===== config.mk =====
export PLATFORM = sky130hd
export DESIGN_NAME = change_dispenser
export DESIGN_NICKNAME = d
export VERILOG_FILES = /design/src/rtl/change_dispenser.sv
export SDC_FILE = /design/constraint.sdc
export NUM_CORES = 1
export LEC_CHECK = 0
export CAP_MARGIN = 40
export CORE_AREA = 2 2 46 48
export DETAILED_ROUTE_END_ITERATION = 7
export DIE_AREA = 0 0 48 50
export PLACE_DENSITY = 0.78
export SLEW_MARGIN = 20
export SYNTH_ARGS = -nofsm -noshare
export SYNTH_HDL_FRONTEND = slang
export SYNTH_SLANG_ARGS = --single-unit

===== constraint.sdc =====
create_clock -name clk -period 4.6 [get_ports clk]
set_input_delay 0.46 -clock clk [delete_from_list [all_inputs] [get_ports clk]]
set_output_delay 0.46 -clock clk [all_outputs]
set_load 0.005 [all_outputs]

===== src/rtl/change_dispenser.sv =====
`default_nettype none
// ============================================================================
// Module   : change_dispenser
// Purpose  : Pays a 3-bit change code out as spaced dime/nickel eject pulses,
//            tracks hopper inventory, and reports completion and shortfall.
// Revision : 1.0 - initial release
// ============================================================================
module change_dispenser #(
  parameter int NICKEL_INIT = 8,
  parameter int DIME_INIT   = 8,
  parameter int CNT_W       = 4,
  parameter int EJECT_GAP   = 2
) (
  input  logic             clk,
  input  logic             rst_n,
  input  logic             req_valid,
  output logic             req_ready,
  input  logic [2:0]       req_change,
  input  logic             refill,
  output logic             nickel_out,
  output logic             dime_out,
  output logic             done,
  output logic             short,
  output logic             busy,
  output logic [CNT_W-1:0] nickel_cnt,
  output logic [CNT_W-1:0] dime_cnt
);

  // State encoding
  localparam logic [1:0] c_st_idle  = 2'd0;
  localparam logic [1:0] c_st_eject = 2'd1;
  localparam logic [1:0] c_st_gap   = 2'd2;

  // Gap counter runs 0 .. EJECT_GAP-1; keep at least one bit so it always exists
  localparam int              c_gap_w    = (EJECT_GAP > 1) ? $clog2(EJECT_GAP) : 1;
  localparam logic [c_gap_w-1:0] c_gap_last = (EJECT_GAP > 0) ? c_gap_w'(EJECT_GAP - 1) : '0;

  localparam logic [CNT_W-1:0] c_nickel_init = CNT_W'(NICKEL_INIT);
  localparam logic [CNT_W-1:0] c_dime_init   = CNT_W'(DIME_INIT);

  logic [1:0]         r_state;
  logic [1:0]         w_next_state;
  logic [2:0]         r_rem;
  logic [c_gap_w-1:0] r_gap_cnt;
  logic [CNT_W-1:0]   r_nickel_cnt;
  logic [CNT_W-1:0]   r_dime_cnt;

  logic               w_accept;
  logic [2:0]         w_code_val;
  logic               w_use_dime;
  logic               w_use_nickel;
  logic               w_finish;

  // Request handshake and code decoding; codes above 4 collapse to zero
  assign w_accept   = req_valid && (r_state == c_st_idle);
  assign w_code_val = (req_change <= 3'd4) ? req_change : 3'd0;

  // Coin selection: dimes first whenever two or more steps are still owed
  assign w_use_dime   = (r_state == c_st_eject) && (r_rem >= 3'd2) && (r_dime_cnt != '0);
  assign w_use_nickel = (r_state == c_st_eject) && !w_use_dime &&
                        (r_rem >= 3'd1) && (r_nickel_cnt != '0);
  assign w_finish     = (r_state == c_st_eject) && !w_use_dime && !w_use_nickel;

  // State register
  always_ff @(posedge clk or negedge rst_n) begin
    if (!rst_n) begin
      r_state <= c_st_idle;
    end else begin
      r_state <= w_next_state;
    end
  end

  // Next-state decode
  always_comb begin
    w_next_state = r_state;
    case (r_state)
      c_st_idle: begin
        if (w_accept) begin
          w_next_state = c_st_eject;
        end
      end
      c_st_eject: begin
        if (w_finish) begin
          w_next_state = c_st_idle;
        end else if (EJECT_GAP == 0) begin
          w_next_state = c_st_eject;
        end else begin
          w_next_state = c_st_gap;
        end
      end
      c_st_gap: begin
        if (r_gap_cnt == c_gap_last) begin
          w_next_state = c_st_eject;
        end
      end
      default: begin
        w_next_state = c_st_idle;
      end
    endcase
  end

  // Output decode, purely from registered state so reset clears outputs at once
  always_comb begin
    req_ready  = (r_state == c_st_idle);
    busy       = (r_state != c_st_idle);
    dime_out   = w_use_dime;
    nickel_out = w_use_nickel;
    done       = w_finish;
    short      = w_finish && (r_rem != 3'd0);
    nickel_cnt = r_nickel_cnt;
    dime_cnt   = r_dime_cnt;
  end

  // Amount owed, inventory and gap spacing; refill lands before an accepted request pays
  always_ff @(posedge clk or negedge rst_n) begin
    if (!rst_n) begin
      r_rem        <= 3'd0;
      r_gap_cnt    <= '0;
      r_nickel_cnt <= c_nickel_init;
      r_dime_cnt   <= c_dime_init;
    end else begin
      case (r_state)
        c_st_idle: begin
          r_gap_cnt <= '0;
          if (refill) begin
            r_nickel_cnt <= c_nickel_init;
            r_dime_cnt   <= c_dime_init;
          end
          if (w_accept) begin
            r_rem <= w_code_val;
          end
        end
        c_st_eject: begin
          r_gap_cnt <= '0;
          if (w_use_dime) begin
            r_rem      <= r_rem - 3'd2;
            r_dime_cnt <= r_dime_cnt - CNT_W'(1);
          end else if (w_use_nickel) begin
            r_rem        <= r_rem - 3'd1;
            r_nickel_cnt <= r_nickel_cnt - CNT_W'(1);
          end else begin
            r_rem <= 3'd0;
          end
        end
        c_st_gap: begin
          r_gap_cnt <= r_gap_cnt + c_gap_w'(1);
        end
        default: begin
          r_gap_cnt <= '0;
        end
      endcase
    end
  end

endmodule
`default_nettype wire


==> summary.md, run 1 <==
| Metric | Value |
|---|---|
| Hold Crit Depth | 1 |
| Synthesized instance count | 95 |
| Area contributors post-synth | dfrtp_1 (32%), ha_1 (11%), dfstp_2 (5.5%) |
| Syn_area_per_cell | 10.0 um^2 |
| Net Sw Power | 347 uW |
| Num ports | 21 |
| # H-tree levels | 1 |
| Switching part of the total | 43.1% |
| Total track usage | 19.9% |
| Full die area | 2400 um^2 |
| Finished Layout Cells | 145 |
| DIE WIDTH | 48 um |
| Top cell by count, worst path | inv_1 |
| Post-detail-place hpwl | 1510 um |
| Total number of vias | 810 |
| Largest net degree at the start of global routing | 15 |
| Syn nets | 110 |
| Leak | 0.534 nW |
| Routed len/inst | 13.6 um |
| Final Setup Violations | 0 |
| Core Util, Final | 63.2% |
| CP Max Fanout | 7 |
| Max_cap viols | 0 |
| CP max stage delay | 0.50 ns |
| Core Area | 1900 um^2 |
| CTS tree | yes |
| Leading area contributor after synthesis | dfrtp_1 |
| R2R Path Start | r_rem[1] |
| Crit path DAT | 2.34 ns |
| Setup tns final | 0 ns |
| Clock skew | 0.00559 ns |
| Count leader, synth | dfrtp_1 |
| CP Capture Type | primary output |
| Final Cell Area | 1200 um^2 |
| Worst-skew pair later-pin latency | 0.28 ns |
| Required time of the worst setup path | 4.14 ns |
| Post-synth ARST share | 100% |
| PD cells | 670 nW/um^2 |
| Crit path cell chain | inv_1 > ha_1 > nor2b_2 > a22oi_4 > nand3_1 > inv_1 > clkdlybuf4s50_1 |
| Post-synth top area share | 31.5% |
| Fmax achieved | 0.358 GHz |
| Via density | 5.59 |
| Reg2reg end | r_rem[0] |
| R2r setup slk | 2.76 ns |
| Final net count | 134 |
| Number of remaining DRC errors | 0 |
| Area Growth Syn to Fin | 26.1% |
| RSZ-0062 raised after global routing | no |
| Sequential share of power | 29.4% |
| Yosys Warn Count | 0 |
| Fin crit share | 60.8% |
| Post-layout power | 805 uW |
| Sequential area share after synthesis | 37.1% |
| Ratio of cells with drive above 1 in the final layout | 14.4% |
| Yosys cell types | 39 |
| RD Place Congestion | 0.877 |
| Worst slew margin relative to its limit | 56.9% |
| Gr ovfl total | 0 |
| Run status | complete, no violations |
| Number of global-route vias before repair | 797 |
| Min-Delay Endpoint | r_gap_cnt |
| Sink Count | 14 |
| Antenna diodes | 0 |
| Clock slew seen by the registers of the worst setup and hold paths | 0.08 ns |
| DRT antenna net count | 0 |
| Mapped Area | 952 um^2 |
| EDFF count, synth | 0 |
| WS Path Type | flip-flop to primary output |
| Commonest cells post-synth | dfrtp_1 (12), ha_1 (8), inv_1 (8) |
| Worst-margin pin slew | 0.644 ns |
| Comb pwr share | 61.7% |
| CTS resizes | 0 |
| Setup fix buffers added after clock tree synthesis | 0 |
| Hold WC Path Type | flip-flop to flip-flop |
| DIE HEIGHT | 50 um |
| CTS Hold Bufs | 0 |
| Final Hold Viols | 0 |
| Buffers on Ports | 20 |
| Antenna violations before repair | 0 |
| First-pass DRT Iterations | 4 |
| Max Slew Vio Count | 0 |
| CP startpoint kind | flip-flop |
| Root buffer selected by CTS | clkbuf_4 |
| Initial Utilization | 50.1% |
| Int Pwr | 458 uW |
| Min Tclk post-route | 2.80 ns |
| CP max-delay cell | clkdlybuf4s50_1 |
| Cell count after placement | 141 |
| Main flop type after synthesis | dfrtp_1 |
| Final WL | 1980 um |
| Row cnt | 16 |
| #FFs+latches synth | 14 |
| CTS max path bufs | 2 |
| Min-delay src | r_gap_cnt |
| FILL cells | 151 |
| Inserted Clock Buffers | 3 |
| First-pass GRT wire length | 3520 um |
| VDD IR-drop max | 417 uV |
| Reg2Reg Depth | 6 |
| Clock power share | 9.0% |
| Placed cell area | 1170 um^2 |
| DR iter-0 viols | 18 |
worst max-delay path by stage:
stage                   from         end  slack, ns  cells after the start
finish              r_rem[1]  nickel_out       1.80                      7
global route        r_rem[1]  nickel_out       1.70                      7
CTS                 r_rem[1]  nickel_out       1.80                      7
detailed placement  r_rem[1]  nickel_out       2.12                      7
global placement    r_rem[1]  nickel_out       2.14                      7
floorplan           r_rem[1]  nickel_out       2.84                      6
metrics by stage:
stage          worst slack (ns)  hold WS, ns
3_5_place_dp               2.12        0.450
5_1_grt                    1.70        0.517
6_report                   1.80        0.457
3_3_place_gp               2.14        0.438
4_1_cts                    1.80        0.462
2_1_floorplan              2.84        0.164
area by class of cell:
type	count	area, um^2	share of cell area [%]
well taps	27	33.8	2.81
multi-input cells	70	548	45.6
flip-flops and latches	14	353	29.4
clock buffers	4	26.3	2.19
repair buffers	20	200	16.7
inverters	10	40.0	3.33
state kept, by name, indices dropped and copies added (netlist names):
signal      count
r_rem           3
nickel_cnt      4
r_state         2
dime_cnt        4
r_gap_cnt       1
per-layer routing:
layer,vias up,part of all wire [%],GRT usage [%]
met5,-,0,0
met4,0,1.5,6.76
met3,5,4.6,2.56
met2,30,46,28.9
met1,381,47,29.8
li1,394,-,-
cell families after synthesis:
logic type      after synthesis  share of synthesized area, %
compound gates               21                          18.0
xor+xnor                      1                         0.920
fa+ha+maj                     8                          10.5
buf+inv                      11                          5.39
flops                        14                          37.1
mux                           4                          4.21
simple gates                 36                          23.9
power groups by stage:
stage | registers (mW) | clock network, mW | logic [mW]
after global routing | 0.248 | 0.0778 | 0.548
final | 0.236 | 0.0723 | 0.496
after floorplan | 0.229 | 0 | 0.335
after CTS | 0.236 | 0.0740 | 0.497
after global placement | 0.236 | 0 | 0.485
after detailed placement | 0.238 | 0 | 0.493
worst max-delay path, delay by kind of cell (launching register included):
family | cells | cell delay (ns)
simple gates | 2 | 0.42
buf+inv | 3 | 0.73
compound gates | 1 | 0.26
flops | 1 | 0.39
fa+ha+maj | 1 | 0.26
layout by cell type, fill, tap and decap left out, drive strengths merged, types with 3 or more instances in the layout:
cell	synthesis	layout
clkbuf	0	4
ha	8	8
mux2i	4	4
a21oi	4	4
nor3b	3	3
or3	3	3
dfrtp	12	12
clkdlybuf4s50	0	20
nand2	8	8
nor4	3	3
nand2b	4	4
inv	10	10
nor2	5	5
a211oi	3	3
No activity file was read; power rests on OpenSTA's default activity.
==> inputs of run 2 (changes only) <==
--- a/config.mk
+++ b/config.mk
@@ -6,10 +6,10 @@
 export NUM_CORES = 1
 export LEC_CHECK = 0
 export CAP_MARGIN = 40
-export CORE_AREA = 2 2 46 48
+export CORE_AREA = 2 2 41 58
 export DETAILED_ROUTE_END_ITERATION = 7
-export DIE_AREA = 0 0 48 50
-export PLACE_DENSITY = 0.78
+export DIE_AREA = 0 0 43 60
+export PLACE_DENSITY = 0.72
 export SLEW_MARGIN = 20
 export SYNTH_ARGS = -nofsm -noshare
 export SYNTH_HDL_FRONTEND = slang
==> constraint.sdc (replaced) <==
create_clock -name clk -period 2.8 [get_ports clk]
set_input_delay 0.28 -clock clk [delete_from_list [all_inputs] [get_ports clk]]
set_output_delay 0.28 -clock clk [all_outputs]
set_load 0.005 [all_outputs]
==> run 2 against run 1 <==
Routed wire length is 0.25% lower. Utilization is 6.0 points lower. Worst hold slack worse by 0.067 ns. Register-to-register slack worse by 1.7 ns. Count of clock-buffer cells in the layout stayed put. Clock skew is 0.0026 ns lower. Via count is 2.0% lower. First-iteration DRC count is 33% lower. Combinational power is 65% higher. Die area is 7.5% higher.
==> summary.md, run 2 (synthesis results as in run 1) <==
| Metric | Value |
|---|---|
| Final WL | 1970 um |
| Antenna diodes | 0 |
| Worst slew margin relative to its limit | 57.9% |
| Gr ovfl total | 0 |
| DIE HEIGHT | 60 um |
| CTS resizes | 0 |
| Post-detail-place hpwl | 1590 um |
| Final Hold Viols | 0 |
| Dpl ws | 0.517 ns |
| Run status | complete, no violations |
| Row cnt | 20 |
| Required time of the worst setup path | 2.52 ns |
| Final WS setup | 0.229 ns |
| Total track usage | 16.8% |
| CTS tree | yes |
| Worst path top cell family by delay | buffers and inverters |
| Fmax achieved | 0.389 GHz |
| Num ports | 21 |
| WS Path Type | flip-flop to primary output |
| Most frequent cells in the layout | clkdlybuf4s50_1 (20), dfrtp_1 (12), inv_1 (8), ha_1 (8), nand2_1 (7) |
| PD cells | 1100 nW/um^2 |
| Ratio of cells with drive above 1 in the final layout | 15.1% |
| Setup tns final | 0 ns |
| Reg2Reg Depth | 6 |
| Inserted Clock Buffers | 3 |
| Root buffer selected by CTS | clkbuf_4 |
| Core Util, Final | 57.2% |
| Clock slew seen by the registers of the worst setup and hold paths | 0.08 ns |
| Buffers on Ports | 20 |
| Full die area | 2580 um^2 |
| R2R Path Start | r_rem[1] |
| CP max-delay cell | clkdlybuf4s50_1 |
| CP max stage delay | 0.50 ns |
| Sink Count | 14 |
| Max Slew Vio Count | 0 |
| Min Tclk post-route | 2.57 ns |
| Leading cell type in the layout, fill and taps excluded | clkdlybuf4s50_1 |
| CP Max Fanout | 7 |
| Antenna violations before repair | 0 |
| Reg2reg end | r_rem[0] |
| CTS max path bufs | 2 |
| DIE WIDTH | 43 um |
| Crit path cell chain | inv_1 > ha_1 > nor2b_2 > a22oi_4 > nand3_1 > inv_1 > clkdlybuf4s50_1 |
| Setup fix buffers added after clock tree synthesis | 0 |
| Fin crit share | 91.8% |
| Initial Utilization | 45.3% |
| First-pass GRT wire length | 3250 um |
| CTS Hold Bufs | 0 |
| Sequential cell area | 353 um^2 |
| Levels on crit path | 7 |
| Clock skew | 0.00299 ns |
| FILL cells | 198 |
| Worst-skew pair later-pin latency | 0.28 ns |
| Crit path DAT | 2.29 ns |
| DR iter-0 viols | 12 |
| Multi-input logic area | 548 um^2 |
| Final Setup Violations | 0 |
| Hold WC Path Type | input port to async pin |
| Area Growth Syn to Fin | 26.3% |
| RD Place Congestion | 0.827 |
| DRT antenna net count | 0 |
| VDD IR-drop max | 524 uV |
| Worst-margin pin slew | 0.629 ns |
| R2r setup slk | 1.02 ns |
| Largest net degree at the start of global routing | 15 |
| Top cell by count, worst path | inv_1 |
| # H-tree levels | 1 |
| First-pass DRT Iterations | 4 |
| Routed len/inst | 14.0 um |
| Max_cap viols | 0 |
| Core Area | 2100 um^2 |
| CP Capture Type | primary output |
| CP startpoint kind | flip-flop |
| Total number of vias | 794 |
| Post-layout power | 1.32 mW |
| Final net count | 135 |
| Via density | 5.63 |
| Number of global-route vias before repair | 779 |
| Leak | 0.540 nW |
| Number of remaining DRC errors | 0 |
| RSZ-0062 raised after global routing | no |
| WP buf/inv | 3 |
| Worst hold slack | 0.390 ns |
-- run 2: changes by cell type in the layout (fill, tap and decap cells not counted), sizes merged --
cell | previous run | this run
buf | 0 | 1
-- run 2: metal layers --
layer	vias up	wire, um	track usage [%]
li1	394	-	-
met1	380	873	20.6
met2	16	1030	29.9
met3	4	53	2.72
met4	0	19	5.19
met5	-	0	0
-- run 2: layout make-up --
| class | count | area share (%) |
|---|---|---|
| timing repair buffer | 21 | 17.3 |
| multi-input combinational | 70 | 45.6 |
| sequential | 14 | 29.3 |
| tap | 22 | 2.29 |
| inverter | 10 | 3.33 |
| clock buffer | 4 | 2.19 |
-- run 2: power breakdown --
| group | leakage [nW] | switching (mW) | internal, mW |
|---|---|---|---|
| Sequential | 0.178 | 0.0920 | 0.294 |
| Clock | 0.0150 | 0.0629 | 0.0552 |
| Combinational | 0.347 | 0.408 | 0.410 |
-- run 2: how the worst max path moves through the flow --
stage	endpoint	startpoint	slack (ns)
CTS	nickel_out	r_rem[1]	0.21
finish	nickel_out	r_rem[1]	0.23
global route	nickel_out	r_rem[1]	0.08
floorplan	nickel_out	r_rem[1]	1.22
detailed placement	nickel_out	r_rem[1]	0.52
global placement	nickel_out	r_rem[1]	0.51
-- run 2: per-stage QoR --
stage / instance area (um^2) / std cells
after floorplan: 952 / 95
after global routing: 1200 / 141
after global placement: 1180 / 137
after CTS: 1200 / 141
after detailed placement: 1180 / 137
final: 1200 / 141
